===== config.mk =====
export PLATFORM = sky130hd
export DESIGN_NAME = uart_key_rx_flat
export DESIGN_NICKNAME = d
export VERILOG_FILES = /design/src/rtl/uart_key_rx_if.sv /design/src/rtl/uart_key_rx.sv /design/src/flat_wrapper.sv
export SDC_FILE = /design/constraint.sdc
export NUM_CORES = 1
export LEC_CHECK = 0
export BUFFER_PORTS_ARGS = -buffer_cell sky130_fd_sc_hd__clkbuf_2
export CORE_UTILIZATION = 40
export CTS_BUF_LIST = sky130_fd_sc_hd__clkbuf_2
export CTS_CLUSTER_SIZE = 28
export DETAILED_ROUTE_END_ITERATION = 6
export HOLD_SLACK_MARGIN = 0.03
export PLACE_DENSITY = 0.6
export SLEW_MARGIN = 10
export SYNTH_ARGS = -nofsm -noshare
export SYNTH_HDL_FRONTEND = slang
export SYNTH_SLANG_ARGS = --single-unit

===== constraint.sdc =====
create_clock -name clk -period 6.4 [get_ports clk]
set_clock_uncertainty 0.15 [all_clocks]
set_input_delay 1.6 -clock clk [delete_from_list [all_inputs] [get_ports clk]]
set_output_delay 1.6 -clock clk [all_outputs]
set_load 0.02 [all_outputs]

===== src/rtl/uart_key_rx_if.sv =====
// Serial key receiver bus: raw rx line in, key event and status out.
// Combinational bundle only; no latency of its own.
// No backpressure: the consumer must sample ascii_code every clock.
interface uart_key_rx_if;
  logic       rx;
  logic [7:0] ascii_code;
  logic       key_valid;
  logic       frame_err;
  logic       rx_busy;

  // Host side drives the serial line and observes key events
  modport master (output rx, input ascii_code, key_valid, frame_err, rx_busy);
  // Receiver side consumes the line and produces key events
  modport slave  (input rx, output ascii_code, key_valid, frame_err, rx_busy);
endinterface


===== src/rtl/uart_key_rx.sv =====
// 8N1 UART receiver turning each byte into a held ASCII key event.
// Latency: ~9.5 bit times from start edge + 2 sync clocks + 1 presentation clock.
// No backpressure: a new key replaces one still being held.
module uart_key_rx #(
  parameter int         CLK_FREQ    = 100000000,
  parameter int         BAUD        = 115200,
  parameter logic [7:0] IDLE_CODE   = 8'h2A,
  parameter int         HOLD_CYCLES = 1
) (
  input  logic         clk,
  input  logic         rst,
  uart_key_rx_if.slave bus
);

  localparam int CLKS_PER_BIT = CLK_FREQ / BAUD;
  localparam int CW = $clog2(CLKS_PER_BIT);
  localparam int HW = $clog2(HOLD_CYCLES + 1);
  localparam logic [CW-1:0] CNT_LAST = CW'(CLKS_PER_BIT - 1);
  localparam logic [CW-1:0] CNT_HALF = CW'(CLKS_PER_BIT / 2);
  localparam logic [HW-1:0] HOLD_LOAD = HW'(HOLD_CYCLES);
  localparam logic [HW-1:0] HOLD_ONE = HW'(1);

  typedef enum logic [2:0] {S_IDLE, S_START, S_DATA, S_STOP, S_BREAK} state_t;

  state_t        state;
  logic          rx_m;
  logic          rx_s;
  logic [CW-1:0] cnt;
  logic [2:0]    idx;
  logic [7:0]    shift;
  logic [7:0]    char_reg;
  logic          load;
  logic [HW-1:0] hold_cnt;

  // Two-flop synchronizer; resets to the idle-high line level
  always_ff @(posedge clk or posedge rst) begin
    if (rst) begin
      rx_m <= 1'b1;
      rx_s <= 1'b1;
    end else begin
      rx_m <= bus.rx;
      rx_s <= rx_m;
    end
  end

  // Frame FSM: start validation, LSB-first data capture, stop check, break wait
  always_ff @(posedge clk or posedge rst) begin
    if (rst) begin
      state         <= S_IDLE;
      cnt           <= '0;
      idx           <= '0;
      shift         <= '0;
      char_reg      <= '0;
      load          <= 1'b0;
      bus.frame_err <= 1'b0;
      bus.rx_busy   <= 1'b0;
    end else begin
      load          <= 1'b0;
      bus.frame_err <= 1'b0;
      case (state)
        S_IDLE: begin
          if (!rx_s) begin
            cnt         <= '0;
            state       <= S_START;
            bus.rx_busy <= 1'b1;
          end
        end
        S_START: begin
          if (cnt == CNT_HALF) begin
            cnt <= '0;
            if (!rx_s) begin
              idx   <= '0;
              state <= S_DATA;
            end else begin
              // Start bit did not hold to mid-bit: a glitch, not a frame
              state       <= S_IDLE;
              bus.rx_busy <= 1'b0;
            end
          end else begin
            cnt <= cnt + 1'b1;
          end
        end
        S_DATA: begin
          if (cnt == CNT_LAST) begin
            cnt        <= '0;
            shift[idx] <= rx_s;
            if (idx == 3'd7) begin
              state <= S_STOP;
            end else begin
              idx <= idx + 3'd1;
            end
          end else begin
            cnt <= cnt + 1'b1;
          end
        end
        S_STOP: begin
          if (cnt == CNT_LAST) begin
            cnt <= '0;
            if (rx_s) begin
              char_reg    <= shift;
              load        <= 1'b1;
              state       <= S_IDLE;
              bus.rx_busy <= 1'b0;
            end else begin
              // Low stop bit: drop the byte and wait out the break so a held-low
              // line reports only one error
              bus.frame_err <= 1'b1;
              state         <= S_BREAK;
            end
          end else begin
            cnt <= cnt + 1'b1;
          end
        end
        S_BREAK: begin
          if (rx_s) begin
            state       <= S_IDLE;
            bus.rx_busy <= 1'b0;
          end
        end
        default: begin
          state       <= S_IDLE;
          bus.rx_busy <= 1'b0;
        end
      endcase
    end
  end

  // Presentation: hold each new char for HOLD_CYCLES clocks, flag its first cycle
  always_ff @(posedge clk or posedge rst) begin
    if (rst) begin
      bus.ascii_code <= IDLE_CODE;
      bus.key_valid  <= 1'b0;
      hold_cnt       <= '0;
    end else begin
      bus.key_valid <= 1'b0;
      if (load) begin
        bus.ascii_code <= char_reg;
        bus.key_valid  <= 1'b1;
        hold_cnt       <= HOLD_LOAD;
      end else if (hold_cnt != '0) begin
        hold_cnt <= hold_cnt - 1'b1;
        if (hold_cnt == HOLD_ONE) begin
          bus.ascii_code <= IDLE_CODE;
        end
      end
    end
  end

endmodule

===== src/flat_wrapper.sv =====
// flat-port wrapper written by rule: the top's interface ports become plain ports
module uart_key_rx_flat 
#(
  parameter int         CLK_FREQ    = 100000000,
  parameter int         BAUD        = 115200,
  parameter logic [7:0] IDLE_CODE   = 8'h2A,
  parameter int         HOLD_CYCLES = 1
)
  (clk, rst, bus_rx, bus_ascii_code, bus_key_valid, bus_frame_err, bus_rx_busy);
  uart_key_rx_if bus_i ();
  input  logic clk;
  input  logic rst;
  input wire logic [$bits(bus_i.rx)-1:0] bus_rx;
  output wire logic [$bits(bus_i.ascii_code)-1:0] bus_ascii_code;
  output wire logic [$bits(bus_i.key_valid)-1:0] bus_key_valid;
  output wire logic [$bits(bus_i.frame_err)-1:0] bus_frame_err;
  output wire logic [$bits(bus_i.rx_busy)-1:0] bus_rx_busy;
  assign bus_i.rx = bus_rx;
  assign bus_ascii_code = bus_i.ascii_code;
  assign bus_key_valid = bus_i.key_valid;
  assign bus_frame_err = bus_i.frame_err;
  assign bus_rx_busy = bus_i.rx_busy;
  uart_key_rx #(.CLK_FREQ(CLK_FREQ), .BAUD(BAUD), .IDLE_CODE(IDLE_CODE), .HOLD_CYCLES(HOLD_CYCLES)) u_core (.clk(clk), .rst(rst), .bus(bus_i));
endmodule

==> results of run 1 <==
==> final cells by class <==
class	count	area (µm²)
clock buffers	6	30.0
multi-input cells	146	1020
well taps	70	87.6
fillers	528	2850
repair buffers	13	65.1
flip-flops and latches	46	1160
clock inverters	2	37.5
inverters	8	30.0
==> power by group <==
| group | total (mW) | internal [mW] | switching [mW] |
|---|---|---|---|
| Sequential | 0.294 | 0.293 | 0.00173 |
| Combinational | 0.00703 | 0.000861 | 0.00617 |
| Clock | 0.165 | 0.0674 | 0.0979 |
| Total | 0.467 | 0.361 | 0.106 |
==> cells in the mapped netlist (all sizes together) <==
cell	n	area share, %
nand2b	4	1.1
inv	8	1.3
a31oi	2	1.1
a22o	3	1.2
o211ai	9	3.0
clkbuf	3	0.50
nor2	13	2.2
nand4	5	1.4
o221a	1	0.50
a21o	1	0.33
and3	4	1.1
o21a	1	0.33
o32ai	1	0.39
and2b	2	0.67
a2111oi	3	2.0
nand2	27	4.5
o311ai	3	1.2
a21oi	4	1.1
mux2	17	8.5
o21ai	12	2.8
a311oi	1	0.39
nor3b	4	2.1
mux2i	2	0.89
and4b	1	0.50
and2	2	0.56
nor3	6	1.3
ha	4	2.2
dfrtp	41	46
and4	1	0.39
xnor2	1	0.39
nor2b	1	0.28
o22ai	1	0.28
dfstp	5	5.8
and4bb	1	0.56
buf	6	1.7
nand3	9	2.0
==> stage by stage <==
stage	power (mW)	instances	hold slack, ns	utilization (%)
after floorplan	0.304	209	0.195	-
after global placement	0.306	283	0.198	44.7
after detailed placement	0.307	283	0.198	44.7
after CTS	0.473	291	0.226	46.0
after global routing	0.486	291	0.227	46.0
final	0.467	291	0.223	46.0
==> logic make-up after synthesis <==
kind of cell,count (synthesis),share of synthesized area [%]
simple gates,80,18.6
flops,46,51.4
buf+inv,17,3.50
xor+xnor,1,0.389
fa+ha+maj,4,2.22
compound gates,42,14.5
mux,19,9.38
==> layer usage <==
metal | vias to the layer above | GRT usage (%)
met1 | 790 | 22.9
met3 | 7 | 3.93
met4 | 0 | 6.79
met2 | 21 | 21.7
li1 | 782 | -
met5 | - | 0
==> cell usage in the layout, fill, tap and decap left out, drive strengths merged, types with 2 or more instances in the layout <==
master,netlist,layout
clkbuf,3,19
o311ai,3,3
nand2b,4,4
a22o,3,3
nand3,9,9
nor3,6,6
nor2,13,13
mux2,17,17
mux2i,2,2
and2b,2,2
dfstp,5,5
ha,4,4
o211ai,9,9
and2,2,2
o21ai,12,12
dfrtp,41,41
and3,4,4
a31oi,2,2
a21oi,4,4
inv,8,8
nand4,5,5
a2111oi,3,3
nand2,27,27
nor3b,4,4
==> worst paths after layout <==
check	slack, ns	cells past startpoint	to	start
worst max-delay path	3.48	1	bus_ascii_code[1]	u_core.bus.ascii_code[1]$_DFFE_PP1P_
worst min-delay path	0.22	0	u_core.rx_s$_DFF_PP1_	u_core.rx_m$_DFF_PP1_
worst max register to register	3.94	5	u_core.char_reg[6]$_DFFE_PP0P_	u_core.cnt[0]$_DFFE_PP0P_
worst min register to register	0.22	0	u_core.rx_s$_DFF_PP1_	u_core.rx_m$_DFF_PP1_
max in group asynchronous	4.30	2	u_core.idx[2]$_DFFE_PP0P_	rst
min in group asynchronous	1.19	2	u_core.bus.ascii_code[6]$_DFFE_PP0P_	rst
==> flow_summary_export.csv, run 1 <==
group,metric,value,unit
global_route,grt_util_all_layers,15.7,%
die,initial_core_util,42.8,%
route,wl_per_cell,14.7,µm
global_route,grt_max_degree,47,
sta,slew_headroom,34.0,%
global_route,antenna_found_initial,0,
sta,finalSetupTns,0,ns
sta,period_share,45.7,%
route,dr.max_layer_used,"met4",
layout,diodes,0,
route,firstDrtPassIters,4,
synth,avgSynthCellArea,10.8,µm²
route,wl_met3,129,µm
die,io_pins,14,
layout,largest_reg_flops,10,
die,rows,26,
synth,yosysSeqAreaShare,51.4,%
place,port_buffers,13,
pwr,ir_drop,141,µV
die,die_area,0.00594,mm²
clock_tree,cts_setup_buffers,0,
critical_path,path_buf_inv,1,
critical_path,slowest_delay,0.58,ns
critical_path,cpMaxStageDelayCell,"dfstp_2",
sta,final.min_clock_period,2.92,ns
clock_tree,cts_buffer_depth,2,
critical_path,critPathRequiredTime,4.65,ns
run,drv_cap,0,
die,die_w,77.1,µm
global_route,grt_pass1_wl,7200,µm
clock_tree,clkTransAtPathRegs,0.24,ns
clock_tree,cts_resized,0,
critical_path,critPathKind,"flip-flop to output pin",
layout,layout-drive-gt1-share,23.5,%
global_route,overflow,0,
sta,drv_slew,0,
route,postRouteAntennaNets,0,
place,hpwlAfterDp,2790,µm
clock_tree,cts_num_sinks,46,
route,drt-total-wl,4270,µm
critical_path,critPathTopFamily,"flip-flops",
critical_path,cp.arrival,1.17,ns
sta,setup_ws,3.48,ns
route,wl_met2,1810,µm
clock_tree,cts_htree_levels,2,
clock_tree,cts.hold.buffers_added,0,
synth,syn_area,0.00225,mm²
sta,finalHoldViolCount,0,
pwr,p_per_area,192,mW/mm²
hold_path,worstHoldPathType,"flip-flop to flip-flop",
synth,yosys_register_bits,46,
route,via_per_inst,5.50,
sta,timing.fmax,0.342,GHz
clock_tree,cts_root_buf,"clkbuf_2",
die,core_area,0.00527,mm²
clock_tree,numCtsBuffers,5,
sta,rsz0062_at_grt,"no",
pwr,leakagePower,1.06,nW
layout,layout.nets,227,
synth,yosysWarnings,0,
synth,synth_cells,209,
critical_path,crit_path_start_kind,"flip-flop",
route,wl_met1,2260,µm
synth,syn_nets,216,
critical_path,crit_chain,"clkbuf_2",
die,die_y,77.1,µm
sta,setup_viol_count_final,0,
route,num_vias,1600,
outcome,status,"finished, final reports clean",
critical_path,crit_path_end_kind,"output pin",
route,initialDrtViolationCount,107,
layout,regMostFlops,"u_core.cnt",
place,dpl_cell_area,0.00236,mm²
sta,tightest_slew,0.989,ns
clock_tree,insertion_delay,0.43,ns
critical_path,crit_fanout,2,
place,place_ws,3.73,ns
global_route,first_global_vias,1457,
place,routabilityCongestion,0.795,
layout,area_growth,7.61,%
layout,fin_area,0.00242,mm²
route,drc,0,
clock_tree,cts_tree,"done",
synth,synth_cell_type_count,45,
(Power assumes the default switching activity.)
==> run 2, diff against run 1 <==
==> constraint.sdc (replaced) <==
create_clock -name clk -period 2.8 [get_ports clk]
set_clock_uncertainty 0.15 [all_clocks]
set_input_delay 0.7 -clock clk [delete_from_list [all_inputs] [get_ports clk]]
set_output_delay 0.7 -clock clk [all_outputs]
set_load 0.02 [all_outputs]
==> flow_summary_export.csv, run 2 (synthesis results as in run 1) <==
group,metric,value,unit
outcome,status,"finished, final reports clean",
pwr,ir_drop,259,µV
layout,largest_reg_flops,10,
sta,rsz0062_at_grt,"no",
sta,final.min_clock_period,2.35,ns
die,core_area,0.00527,mm²
critical_path,crit_path_end_kind,"flip-flop",
route,postRouteAntennaNets,0,
pwr,p_clk_share,28.9,%
die,rows,26,
sta,drv_slew,0,
pwr,p_comb_share,1.7,%
layout,mostFrequentLayoutCell,"dfrtp_1",
layout,layout-drive-gt1-share,24.2,%
place,port_buffers,13,
sta,finalHoldViolCount,0,
route,via_per_inst,5.35,
place,routabilityCongestion,0.876,
sta,period_share,84.1,%
place,hpwlAfterDp,2860,µm
clock_tree,cts_htree_levels,2,
pwr,switchingPower,237,µW
critical_path,critPathRequiredTime,2.98,ns
clock_tree,cts_resized,0,
clock_tree,cts_setup_buffers,0,
die,die_w,77.1,µm
route,firstDrtPassIters,4,
die,initial_core_util,42.8,%
route,wl_per_cell,14.0,µm
layout,diodes,0,
clock_tree,clkTransAtPathRegs,0.23,ns
clock_tree,cts_root_buf,"clkbuf_2",
clock_tree,cts_num_sinks,46,
pwr,pwr-share-seq,69.3,%
clock_tree,cts_buffer_depth,2,
hold_path,worstHoldPathType,"primary input to flip-flop",
clock_tree,cts_tree,"done",
sta,timing.fmax,0.425,GHz
layout,final_cell_mix,"dfrtp_1, nand2_1, clkbuf_2",
sta,tightest_slew,0.577,ns
die,die_area,0.00594,mm²
critical_path,cp.arrival,2.54,ns
sta,slew_headroom,61.5,%
sta,finalSetupTns,0,ns
global_route,grt_util_all_layers,15.5,%
global_route,grt_max_degree,47,
sta,setup_viol_count_final,0,
route,drt-total-wl,4100,µm
layout,area_growth,7.22,%
critical_path,crit_fanout,11,
route,drc,0,
pwr,p_int,734,µW
sta,setup_ws,0.446,ns
global_route,overflow,0,
global_route,first_global_vias,1475,
clock_tree,numCtsBuffers,5,
pwr,p_per_area,402,mW/mm²
pwr,leakagePower,1.07,nW
clock_tree,insertion_delay,0.42,ns
clock_tree,cts.hold.buffers_added,0,
critical_path,crit_path_start_kind,"flip-flop",
die,die_y,77.1,µm
layout,layout.nets,229,
layout,regMostFlops,"u_core.cnt",
global_route,grt_pass1_wl,7270,µm
run,drv_cap,0,
route,num_vias,1567,
layout,nFillCells,511,
die,io_pins,14,
pwr,swShare,24.4,%
global_route,antenna_found_initial,0,
critical_path,critPathKind,"flip-flop to flip-flop",
place,place_ws,0.472,ns
route,initialDrtViolationCount,113,
[run 2: cell types whose count changed in the layout (fill, tap and decap cells not counted)]
cell        delta
buf_4          +2
bufinv_16      -1
clkbuf_2       -1
clkinv_2       +2
clkinvlp_4     -1
inv_6          +1
[run 2: final cells by class]
cell class / instances / area, µm² / area share (%)
inverter: 8 / 30.0 / 1.24
sequential: 46 / 1160 / 47.9
clock buffer: 5 / 25.0 / 1.04
timing repair buffer: 15 / 80.1 / 3.31
tap: 70 / 87.6 / 3.63
multi-input combinational: 146 / 1020 / 42.1
clock inverter: 3 / 18.8 / 0.777
[run 2: through the flow]
| step | hold slack [ns] | power [mW] | cells | util, % | instance area, µm² |
|---|---|---|---|---|---|
| after CTS | 0.151 | 0.990 | 293 | 45.8 | 2420 |
| after global placement | 0.197 | 0.702 | 285 | 45.0 | 2370 |
| after detailed placement | 0.199 | 0.702 | 285 | 45.0 | 2370 |
| after floorplan | 0.195 | 0.694 | 209 | - | 2250 |
| final | 0.181 | 0.971 | 293 | 45.8 | 2420 |
| after global routing | 0.131 | 1.02 | 293 | 45.8 | 2420 |
[run 2: power groups by stage]
| stage | clock [mW] | combinational (mW) | sequential, mW |
|---|---|---|---|
| 3_3_place_gp | 0 | 0.0180 | 0.684 |
| 2_1_floorplan | 0 | 0.0142 | 0.680 |
| 5_1_grt | 0.324 | 0.0196 | 0.674 |
| 4_1_cts | 0.299 | 0.0178 | 0.673 |
| 6_report | 0.281 | 0.0168 | 0.673 |
| 3_5_place_dp | 0 | 0.0179 | 0.684 |
[run 2: layer usage]
metal,share of wire (%),GRT usage [%],vias up,routed length [µm]
met5,0,0,-,0
met4,1.1,4.53,0,44
met3,2.7,3.57,4,112
met2,41,21.9,19,1680
met1,55,23.4,763,2260
li1,-,-,781,-
[run 2: critical path, stage by stage (launching register included)]
cell and delay (ns):
dfrtp_1 0.52, nor3b_4 0.33, and3_1 0.42, and3_1 0.47
mux2_2 0.39
[run 2: path summary, 6_finish.rpt]
path                       slack (ns)                      start  depth (start not counted)                              to
max in group asynchronous        1.90                        rst                          3       u_core.cnt[6]$_DFFE_PP0P_
min in group asynchronous        0.21                        rst                          3     u_core.shift[7]$_DFFE_PP0P_
hold reg to reg                  0.22      u_core.rx_m$_DFF_PP1_                          0           u_core.rx_s$_DFF_PP1_
hold / removal                   0.18                     bus_rx                          1           u_core.rx_m$_DFF_PP1_
setup / recovery                 0.45  u_core.cnt[2]$_DFFE_PP0P_                          4  u_core.char_reg[0]$_DFFE_PP0P_
setup reg to reg                 0.45  u_core.cnt[2]$_DFFE_PP0P_                          4  u_core.char_reg[0]$_DFFE_PP0P_
==> run 3, diff against run 2 <==
==> constraint.sdc (replaced) <==
create_clock -name clk -period 2.24 [get_ports clk]
set_clock_uncertainty 0.15 [all_clocks]
set_input_delay 0.56 -clock clk [delete_from_list [all_inputs] [get_ports clk]]
set_output_delay 0.56 -clock clk [all_outputs]
set_load 0.02 [all_outputs]
==> flow_summary_export.csv, run 3 (synthesis results as in run 1) <==
group,metric,value,unit
clock_tree,cts_htree_levels,2,
layout,mostFrequentLayoutCell,"dfrtp_1",
route,initialDrtViolationCount,86,
critical_path,crit_path_end_kind,"flip-flop",
pwr,ir_drop,327,µV
critical_path,crit_fanout,9,
sta,timing.fmax,0.481,GHz
sta,rsz0062_at_grt,"no",
critical_path,critPathKind,"flip-flop to flip-flop",
die,die_area,0.00594,mm²
route,drc,0,
global_route,grt_util_met3,3.21,%
die,io_pins,14,
global_route,overflow,0,
clock_tree,cts_tree,"done",
sta,slew_headroom,67.5,%
critical_path,timing.rr.start,"u_core.cnt[0]$_DFFE_PP0P_",
global_route,grt_util_all_layers,16.2,%
pwr,p_per_area,515,mW/mm²
sta,period_share,92.9,%
global_route,grt_util_met1,23.6,%
global_route,grt_pass1_wl,7570,µm
hold_path,worstHoldPathType,"flip-flop to flip-flop",
place,routabilityCongestion,0.790,
route,via_per_inst,5.35,
route,drt-total-wl,4350,µm
critical_path,endpoint,"u_core.char_reg[3]$_DFFE_PP0P_",
layout,register_area,0.00116,mm²
critical_path,startpoint,"u_core.cnt[0]$_DFFE_PP0P_",
clock_tree,cts_root_buf,"clkbuf_2",
hold_path,whs_path_depth,0,
global_route,grt_max_degree,47,
critical_path,critPathRequiredTime,2.41,ns
sta,drv_slew,0,
place,port_buffers,13,
die,die_w,77.1,µm
clock_tree,cts_num_sinks,46,
layout,multi_input_comb_area,0.00102,mm²
layout,final_cell_mix,"dfrtp_1, nand2_1, clkbuf_2",
global_route,gr-usage-met2,23.8,%
route,wl_per_cell,14.1,µm
sta,finalSetupTns,0,ns
global_route,first_global_vias,1546,
critical_path,rr_endpoint,"u_core.char_reg[3]$_DFFE_PP0P_",
layout,layout.nets,245,
critical_path,crit_path_start_kind,"flip-flop",
place,hpwlAfterDp,3080,µm
run,drv_cap,0,
sta,tightest_slew,0.486,ns
clock_tree,numCtsBuffers,5,
route,firstDrtPassIters,4,
sta,setup_viol_count_final,0,
pwr,leakagePower,1.16,nW
route,postRouteAntennaNets,0,
clock_tree,insertion_delay,0.42,ns
layout,post-route-util,48.9,%
die,die_y,77.1,µm
die,initial_core_util,42.8,%
critical_path,cp.arrival,2.25,ns
critical_path,r2r_cells,5,
critical_path,rrSetupSlack,0.16,ns
layout,area_growth,14.4,%
outcome,status,"finished, final reports clean",
route,num_vias,1654,
layout,regMostFlops,"u_core.cnt",
clock_tree,clkTransAtPathRegs,0.23,ns
global_route,top_usage_layer,"met2",
sta,finalHoldViolCount,0,
layout,nFillCells,493,
layout,layout-drive-gt1-share,28.5,%
clock_tree,cts_buffer_depth,2,
die,rows,26,
die,core_area,0.00527,mm²
layout,diodes,0,
layout,largest_reg_flops,10,
sta,final.min_clock_period,2.08,ns
global_route,antenna_found_initial,0,
[run 3: power by group]
group,total (mW),switching [mW],internal [mW]
combinational,0.0302,0.0206,0.00966
sequential,0.839,0.00283,0.836
clock,0.458,0.266,0.193
total,1.33,0.289,1.04
[run 3: how the worst min path moves through the flow]
stage	slack, ns	end	startpoint
after global routing	0.23	u_core.rx_s$_DFF_PP1_	u_core.rx_m$_DFF_PP1_
after floorplan	0.20	u_core.rx_s$_DFF_PP1_	u_core.rx_m$_DFF_PP1_
after global placement	0.20	u_core.rx_s$_DFF_PP1_	u_core.rx_m$_DFF_PP1_
after detailed placement	0.20	u_core.rx_s$_DFF_PP1_	u_core.rx_m$_DFF_PP1_
final	0.22	u_core.rx_s$_DFF_PP1_	u_core.rx_m$_DFF_PP1_
after CTS	0.23	u_core.rx_s$_DFF_PP1_	u_core.rx_m$_DFF_PP1_
[run 3: critical path, cell delays in order, from the launching register on]
cell and delay, ns:
dfrtp_1 0.46, ha_1 0.18, and2_1 0.20, and3_1 0.19, and3_1 0.42, mux2_2 0.39
[run 3: layer usage]
layer / part of all wire [%] / routed length, µm
met5: 0 / 0
met2: 43 / 1890
met1: 52 / 2280
met3: 2.6 / 112
met4: 1.4 / 61
[run 3: cell type report]
| cell class | count | area share [%] |
|---|---|---|
| clock buffers | 6 | 1.17 |
| clock inverters | 2 | 1.46 |
| inverters | 8 | 1.17 |
| multi-input cells | 146 | 39.5 |
| flip-flops and latches | 46 | 44.9 |
| well taps | 70 | 3.40 |
| repair buffers | 31 | 8.45 |
[run 3: what timing repair did]
action                                  in CTS  in global routing
endpoints found under the setup margin       0                  3
setup buffers                                0                  1
hold buffers                                 2                  0
gates resized for setup                      0                  1
endpoints found under the hold margin       42                  0
[run 3: stage by stage]
| stage | hold slack, ns | total power, mW | cells | setup WS (ns) | cell area, µm² |
|---|---|---|---|---|---|
| detailed placement | 0.199 | 0.882 | 298 | 0.117 | 2480 |
| finish | 0.223 | 1.33 | 309 | 0.159 | 2580 |
| global route | 0.233 | 1.38 | 309 | 0.000968 | 2580 |
| floorplan | 0.195 | 0.867 | 209 | 0.131 | 2250 |
| global placement | 0.201 | 0.881 | 298 | 0.190 | 2480 |
| CTS | 0.225 | 1.35 | 308 | 0.103 | 2570 |
